`config.mk`:
```
export PLATFORM = sky130hd
export DESIGN_NAME = array_row_serializer
export DESIGN_NICKNAME = d
export VERILOG_FILES = /design/src/rtl/array_ser_pkg.sv /design/src/rtl/unflatten_2d_array.sv /design/src/rtl/array_row_serializer.sv
export SDC_FILE = /design/constraint.sdc
export NUM_CORES = 1
export LEC_CHECK = 0
export CORE_MARGIN = 2
export CORE_UTILIZATION = 35
export CTS_CLUSTER_DIAMETER = 50
export DETAILED_ROUTE_END_ITERATION = 10
export SLEW_MARGIN = 10
export SYNTH_ARGS = -nofsm -noshare
export SYNTH_HDL_FRONTEND = slang
export SYNTH_HIERARCHICAL = 1
export SYNTH_SLANG_ARGS = --single-unit
```
`constraint.sdc`:
```
create_clock -name clk -period 2.75 [get_ports clk]
set_clock_uncertainty 0.15 [all_clocks]
set_input_delay 0.55 -clock clk [delete_from_list [all_inputs] [get_ports clk]]
set_output_delay 0.55 -clock clk [all_outputs]
set_load 0.02 [all_outputs]
```
`src/rtl/array_ser_pkg.sv`:
```
// Shared types and helpers for the array row serializer.
package array_ser_pkg;

  typedef enum logic {
    StIdle,
    StSend
  } state_e;

  // Limit a requested row count to the number of rows a word holds.
  function automatic int unsigned clamp_rows(input int unsigned n, input int unsigned d1);
    return (n > d1) ? d1 : n;
  endfunction

endpackage

```
`src/rtl/unflatten_2d_array.sv`:
```
// Splits a flattened row-major word into D1 rows of D2 bits (row i at [i*D2 +: D2]).
module unflatten_2d_array #(
  parameter int unsigned D1 = 8,
  parameter int unsigned D2 = 4
) (
  input  logic [D1*D2-1:0]       array_1d,
  output logic [D1-1:0][D2-1:0]  array_2d
);

  // Pure rewiring of the flat bus into indexed rows.
  always_comb begin
    array_2d = '0;
    for (int i = 0; i < int'(D1); i++) begin
      array_2d[i] = array_1d[i*D2 +: D2];
    end
  end

endmodule

```
`src/rtl/array_row_serializer.sv`:
```
// Accepts one flattened D1xD2 word and streams its rows out one per beat.
module array_row_serializer
  import array_ser_pkg::*;
#(
  parameter int unsigned D1        = 8,
  parameter int unsigned D2        = 4,
  parameter bit          MSB_FIRST = 1'b0,
  localparam int unsigned IW       = $clog2(D1),
  localparam int unsigned NW       = $clog2(D1 + 1)
) (
  input  logic             clk,
  input  logic             rstn,
  input  logic             flush,
  input  logic             in_valid,
  output logic             in_ready,
  input  logic [D1*D2-1:0] in_array_1d,
  input  logic [NW-1:0]    in_num_rows,
  output logic             out_valid,
  input  logic             out_ready,
  output logic [D2-1:0]    out_row,
  output logic [IW-1:0]    out_idx,
  output logic             out_last,
  output logic             busy
);

  state_e                state_q, state_d;
  logic [D1*D2-1:0]      word_q, word_d;
  logic [NW-1:0]         n_q, n_d;
  logic [NW-1:0]         cnt_q, cnt_d;
  logic [IW-1:0]         idx_q, idx_d;
  logic [NW-1:0]         n_in;
  logic [IW-1:0]         start_idx;
  logic [D1-1:0][D2-1:0] rows;
  logic                  send, last, in_fire, out_fire;

  unflatten_2d_array #(
    .D1 (D1),
    .D2 (D2)
  ) u_unflatten (
    .array_1d (word_q),
    .array_2d (rows)
  );

  // Handshake decode and output drive; outputs read as zero outside SEND.
  always_comb begin
    n_in      = NW'(clamp_rows(32'(in_num_rows), D1));
    start_idx = MSB_FIRST ? IW'(n_in - NW'(1)) : '0;
    send      = (state_q == StSend);
    last      = send && (cnt_q == n_q - NW'(1));
    out_fire  = send && out_ready;
    // The last accepted beat frees the holding register in the same cycle.
    in_ready  = !flush && (!send || (last && out_ready));
    in_fire   = in_valid && in_ready;
    out_valid = send;
    busy      = send;
    out_last  = last;
    out_idx   = send ? idx_q : '0;
    out_row   = send ? rows[idx_q] : '0;
  end

  // Next-state: load on accept, step on each beat, flush wins over everything.
  always_comb begin
    state_d = state_q;
    word_d  = word_q;
    n_d     = n_q;
    cnt_d   = cnt_q;
    idx_d   = idx_q;
    if (flush) begin
      state_d = StIdle;
      n_d     = '0;
      cnt_d   = '0;
      idx_d   = '0;
    end else begin
      unique case (state_q)
        StIdle: begin
          // A zero-row word is consumed without emitting anything.
          if (in_fire && (n_in != '0)) begin
            state_d = StSend;
            word_d  = in_array_1d;
            n_d     = n_in;
            cnt_d   = '0;
            idx_d   = start_idx;
          end
        end
        StSend: begin
          if (out_fire) begin
            if (!last) begin
              idx_d = MSB_FIRST ? idx_q - IW'(1) : idx_q + IW'(1);
              cnt_d = cnt_q + NW'(1);
            end else if (in_fire && (n_in != '0)) begin
              word_d = in_array_1d;
              n_d    = n_in;
              cnt_d  = '0;
              idx_d  = start_idx;
            end else begin
              state_d = StIdle;
              n_d     = '0;
              cnt_d   = '0;
              idx_d   = '0;
            end
          end
        end
        default: state_d = StIdle;
      endcase
    end
  end

  // State and holding registers.
  always_ff @(posedge clk or negedge rstn) begin
    if (!rstn) begin
      state_q <= StIdle;
      word_q  <= '0;
      n_q     <= '0;
      cnt_q   <= '0;
      idx_q   <= '0;
    end else begin
      state_q <= state_d;
      word_q  <= word_d;
      n_q     <= n_d;
      cnt_q   <= cnt_d;
      idx_q   <= idx_d;
    end
  end

endmodule
```
Word-level counts from Yosys, hierarchy flattened --
Cells that the tools add are included.
Cells by class: $add $sub $neg 3, $mul 0, div/mod/pow operators 0, order comparisons 2, equality and inequality tests 6, shifts and indexed selects 0, mux-type cells 30, bitwise operators 2, reductions and logical operators 13
Operators by type and width (count):
- two-way mux 32 bit | 3
- one-hot mux 32 bit (2 select lines) | 1
- two-way mux 4 bit | 12
- one-hot mux 4 bit (2 select lines) | 2
- two-way mux 3 bit | 5
- binary-select mux 4 bit (select 3 bit) | 1
- logical AND 1 bit | 6
- inequality test 3 bit (second input constant) | 2
- one-hot mux 3 bit (2 select lines) | 1
- AND reduction 3 bit | 2
- adder 4 x 1 -> 4 bit (second input constant) | 1
- equality test 4 bit | 1
- > comparator 4 bit (second input constant) | 1
- < comparator 3 x 4 -> 1 bit (second input constant) | 1
- two-way mux 1 bit | 4
- nonzero test 4 bit | 1
- subtractor 4 x 1 -> 4 bit (second input constant) | 1
- adder 3 x 1 -> 3 bit (second input constant) | 1
- inequality test 3 x 2 -> 1 bit (second input constant) | 1
- zero test 1 bit | 2
- inequality test 2 x 1 -> 1 bit (second input constant) | 1
- inequality test 2 bit (second input constant) | 1
- inverter 1 bit | 2
- one-hot mux 1 bit (2 select lines) | 1
- 2 further kinds | 2
Word-level totals: bits in registers 44, latch bits 0, memory bits (writable) 0, bits in read-only memories 0, input port bits 41, output and inout bits 11, word-level logic and storage cells 61, memories 0

Longest topological paths before layout --
depth in word-level cells 13, depth in mapped cells 8, gate-level depth less buffers 7

Hierarchy --
Netlist, hierarchy kept.
By module, submodules not included:
- array_row_serializer | times used 1, cells each 166, area each 2377.3 um^2, sequential area each 1101.1 um^2
- unflatten_2d_array | times used 1, cells each 32, area each 240.2 um^2, sequential area each 0.0 um^2

Worst setup path after synthesis --
No wires, ideal clock.
path type register to output, start point register n_q[0], end point output port in_ready, arrival time 1.780 ns, data required time 2.050 ns, path slack 0.270 ns, stages on the path, launching flop included 7, path buffers 0, path through dfrtp_1 inv_1 ha_1 xor3_2 nor3_4 a31oi_4 nor2_1
On the way: cells in the longest elaborated chain, start to end 6
Ends and longest elaborated chain:
- from (decl) | RTL line array_row_serializer.sv:28 | logic [NW-1:0] n_q, n_d;
- from (signal assigned) | RTL line array_row_serializer.sv:119 | n_q <= n_d;
- subtractor 4 x 1 -> 4 bit | RTL line array_row_serializer.sv:49 | last = send && (cnt_q == n_q - NW'(1));
- equality test 4 bit | RTL line array_row_serializer.sv:49
- logical AND 1 bit | RTL line array_row_serializer.sv:49
- logical AND 1 bit | RTL line array_row_serializer.sv:52 | in_ready = !flush && (!send || (last && out_ready));
- logical OR 1 bit | RTL line array_row_serializer.sv:52
- logical AND 1 bit | RTL line array_row_serializer.sv:52
- to (decl) | RTL line array_row_serializer.sv:15 | output logic in_ready,
No other way between the ends.

Worst setup path after layout --
start point register idx_q[0], end point output port out_row[0]
On the way: cells in the longest elaborated chain, start to end 3
Ends and longest elaborated chain:
- from (decl) | RTL line array_row_serializer.sv:30 | logic [IW-1:0] idx_q, idx_d;
- from (signal assigned) | RTL line array_row_serializer.sv:121 | idx_q <= idx_d;
- binary-select mux 4 bit (select 3 bit) | RTL line array_row_serializer.sv:58 | out_row = send ? rows[idx_q] : '0;
- two-way mux 4 bit (implied by the code) | RTL line array_row_serializer.sv:58
- two-way mux 4 bit | RTL line array_row_serializer.sv:58
- to (decl) | RTL line array_row_serializer.sv:20 | output logic [D2-1:0] out_row,
No other way between the ends. The select of a mux whose other input is x is not followed.

==> flow_summary.toml <==
[place]
gp_congestion = 0.7565
pre_cts_slack_ps = -26.30
port_buffers = 51
dp.cells = 324
dp_hpwl_um = 3867

[cts]
ctsHtreeMaxLevel = 2
clkTransAtPathRegs_ps = 90
cts_buffers = 5
cts_root_buf = "clkbuf_8"
clk_latency_ps = 300
cts_tree = "yes"
cts_num_sinks = 44
cts_buffer_depth = 2

[setup_path]
worstPathArrival_ps = 1930
criticalPathCategory = "flop to primary output"
worstSetupStartpointType = "flop"
crit_buf_inv = 2
cp_max_fo = 7
worst_path_largest_cell_delay_ps = 550
crit_chain = "buf_4 -> mux4_2 -> mux2i_1 -> nor2_1 -> dlygate4sd2_1"
cpMaxStageDelayCell = "mux4_2"
required_ps = 2050
crit_family = "multiplexers"
cp-end-kind = "primary output"

[power_and_ir_drop]
vdd_drop_max_mv = 0.1860
leakage_nw = 1.371
cellPowerDensity_nw_per_um2 = 547.1
p_comb_frac = 0.238
switching_share = 0.2479
switchingPower_uw = 433.7
seqPwrFrac = 0.460
pwr-share-clk = 0.302
p_int_mw = 1.316
power_mw = 1.750

[global_routing]
grt_max_degree = 29
grt_overflow = 0
grt_use_total = 0.1339
grt_use_met3 = 0.03172
grtUsageMet2 = 0.2177
grt_pass1_wl_um = 8645
grt.busiest_layer = "met2"
grt_pass1_vias = 1712
met1_usage = 0.1759
antenna_found_initial = 0

[synth]
yosysSeqAreaShare = 0.4207
synth_top_area_cell = "dfrtp_1"
syn_area_um2 = 2618
yosys_warnings = 6
synth_fp_nets = 242
synth_cell_types = 38
syn_area_per_cell_um2 = 13.22
synth_top_area_frac = 0.4207
yosys-top-cells-area = "dfrtp_1 (42%), mux2_4 (17%), buf_4 (9.5%)"
ys_ff_latch = 44
synthCells = 198

[routing]
routed_via_density = 4.589
drt-wirelength-per-cell_um = 14.92
detail_route.wirelength_um = 4967
dr.pass1.iters = 4
ant_nets = 0
via_count = 1528
drc = 0
drtIter0Drc = 82

[floorplan]
fp.dieH_um = 90.48
initial_utilization = 0.3609
rows = 31
fp.dieW_um = 90.48
dieArea_um2 = 8187
core_area_um2 = 7253
pin_count = 52

[layout]
final_cells = 333
antenna_cells = 0
area_growth_pct = 22.18
drive_gt1_frac = 0.3291
layout.nets = 277

[sta]
fin_setup_tns_ps = 0
min_period_over_period = 0.9581
worst_slew_pin_slew_ps = 628.8
drv_slew = 0
fin_crit_ps = 2635
fmax_mhz = 379.5
slew_headroom = 0.5764
finalHoldViolations = 0
setup_viol = 0
worst_slack_ps = 115.1

[worst_hold_path]
hold_path_class = "input pin to async pin"

[job]
cap_violations = 0

[outcome]
status = "finished clean"
==> synthesized netlist by cell type <==
master / instances
dfrtp_1: 44
inv_1: 4
nand2b_1: 5
ha_1: 3
a211o_2: 1
buf_4: 33
mux4_2: 8
a2111oi_0: 2
xnor2_1: 3
and4b_1: 1
a31oi_1: 2
nand4_1: 2
xor2_1: 1
mux2_4: 30
nor4_1: 1
clkbuf_1: 5
nand2_1: 4
and3_1: 1
xor3_2: 1
and2_1: 3
buf_12: 3
o2bb2ai_1: 4
a22o_2: 1
a41oi_1: 1
nor2_1: 9
mux2i_1: 4
or3b_2: 1
nor2_8: 1
a22o_1: 2
buf_2: 1
nand3_1: 2
nor3_4: 1
mux2_2: 2
nand3b_1: 1
nor3_1: 1
a21oi_1: 4
o21ai_0: 5
a31oi_4: 1
==> layer usage <==
| metal | share of wire | vias to the layer above |
|---|---|---|
| met3 | 0.037 | 8 |
| met4 | 0.019 | 0 |
| li1 | - | 744 |
| met2 | 0.47 | 34 |
| met5 | 0 | - |
| met1 | 0.47 | 742 |
==> state kept, by name, summed over array words and instances, names as in the netlist <==
name,flops
idx_q,3
word_q,32
busy,1
cnt_q,4
n_q,4
==> layout make-up <==
cell class | instances | area, um2
clock inverter | 2 | 38.79
clock buffer | 6 | 82.58
inverter | 4 | 15.01
timing repair buffer | 70 | 666.9
multi-input combinational | 108 | 1170
sequential | 44 | 1101
fill | 686 | 4055
tap | 99 | 123.9
==> stage by stage <==
stage / instance area, um2 / hold slack [ps] / util
floorplan: 2618 / 104.4 / -
global route: 3198 / 139.1 / 0.4409
CTS: 3193 / 130.5 / 0.4402
detailed placement: 3075 / 340.8 / 0.4240
global placement: 3075 / 338.6 / 0.4240
finish: 3198 / 104.2 / 0.4409
==> worst reg2reg max path, delay by kind of cell, from the launching register on <==
family | cells | cell delay (ps)
XOR/XNOR | 1 | 270
AO/OA/AOI/OAI | 1 | 80
AND/OR/NAND/NOR | 2 | 410
buffers and inverters | 4 | 580
multiplexers | 1 | 340
flip-flops | 1 | 390
adder cells (fa/ha/maj) | 1 | 150
==> layout by cell type (no fill, tap or decap), types with 5 or more instances in the layout <==
| cell | count |
|---|---|
| clkbuf_8 | 6 |
| nor2_1 | 9 |
| dfrtp_1 | 44 |
| clkdlybuf4s50_1 | 44 |
| buf_4 | 18 |
| mux4_2 | 8 |
| o21ai_0 | 5 |
| nand2b_1 | 5 |
| mux2_4 | 30 |
==> path summary, 6_finish.rpt <==
path / start / endpoint / slack, ps / depth (start not counted)
min in group clk: word_q[30]$_DFFE_PN0P_ / word_q[30]$_DFFE_PN0P_ / 360 / 1
max in group asynchronous: rstn / word_q[20]$_DFFE_PN0P_ / 1760 / 2
hold / removal: rstn / word_q[5]$_DFFE_PN0P_ / 100 / 1
setup reg to reg: n_q[0]$_DFFE_PN0P_ / word_q[29]$_DFFE_PN0P_ / 260 / 10
hold reg to reg: word_q[30]$_DFFE_PN0P_ / word_q[30]$_DFFE_PN0P_ / 360 / 1
setup / recovery: idx_q[0]$_DFFE_PN0P_ / out_row[0] / 120 / 5
==> power groups by stage <==
stage | registers [mW] | clock network [mW] | logic (mW)
global route | 0.821 | 0.582 | 0.451
floorplan | 0.801 | 0 | 0.405
finish | 0.804 | 0.529 | 0.416
CTS | 0.806 | 0.544 | 0.424
detailed placement | 0.818 | 0 | 0.427
global placement | 0.813 | 0 | 0.421
==> cell families after synthesis <==
group | after synthesis | share of synthesized area
xor gates and xnor gates | 5 | 0.02295
adders and majority gates | 3 | 0.01434
buffers and inverters | 46 | 0.1324
muxes | 44 | 0.2648
DFF | 44 | 0.4207
and+or+nand+nor | 33 | 0.07696
AOI/OAI and AO/OA | 23 | 0.06788
==> timing repair <==
action | 4_1_cts | 5_1_grt
setup buffers | 0 | 1
pin swaps | 1 | 2
gates cloned | 0 | 0
hold buffers | 0 | 0
gates resized for setup | 9 | 3
setup endpoints to repair | 6 | 2
No activity file was read; power rests on OpenSTA's default activity.
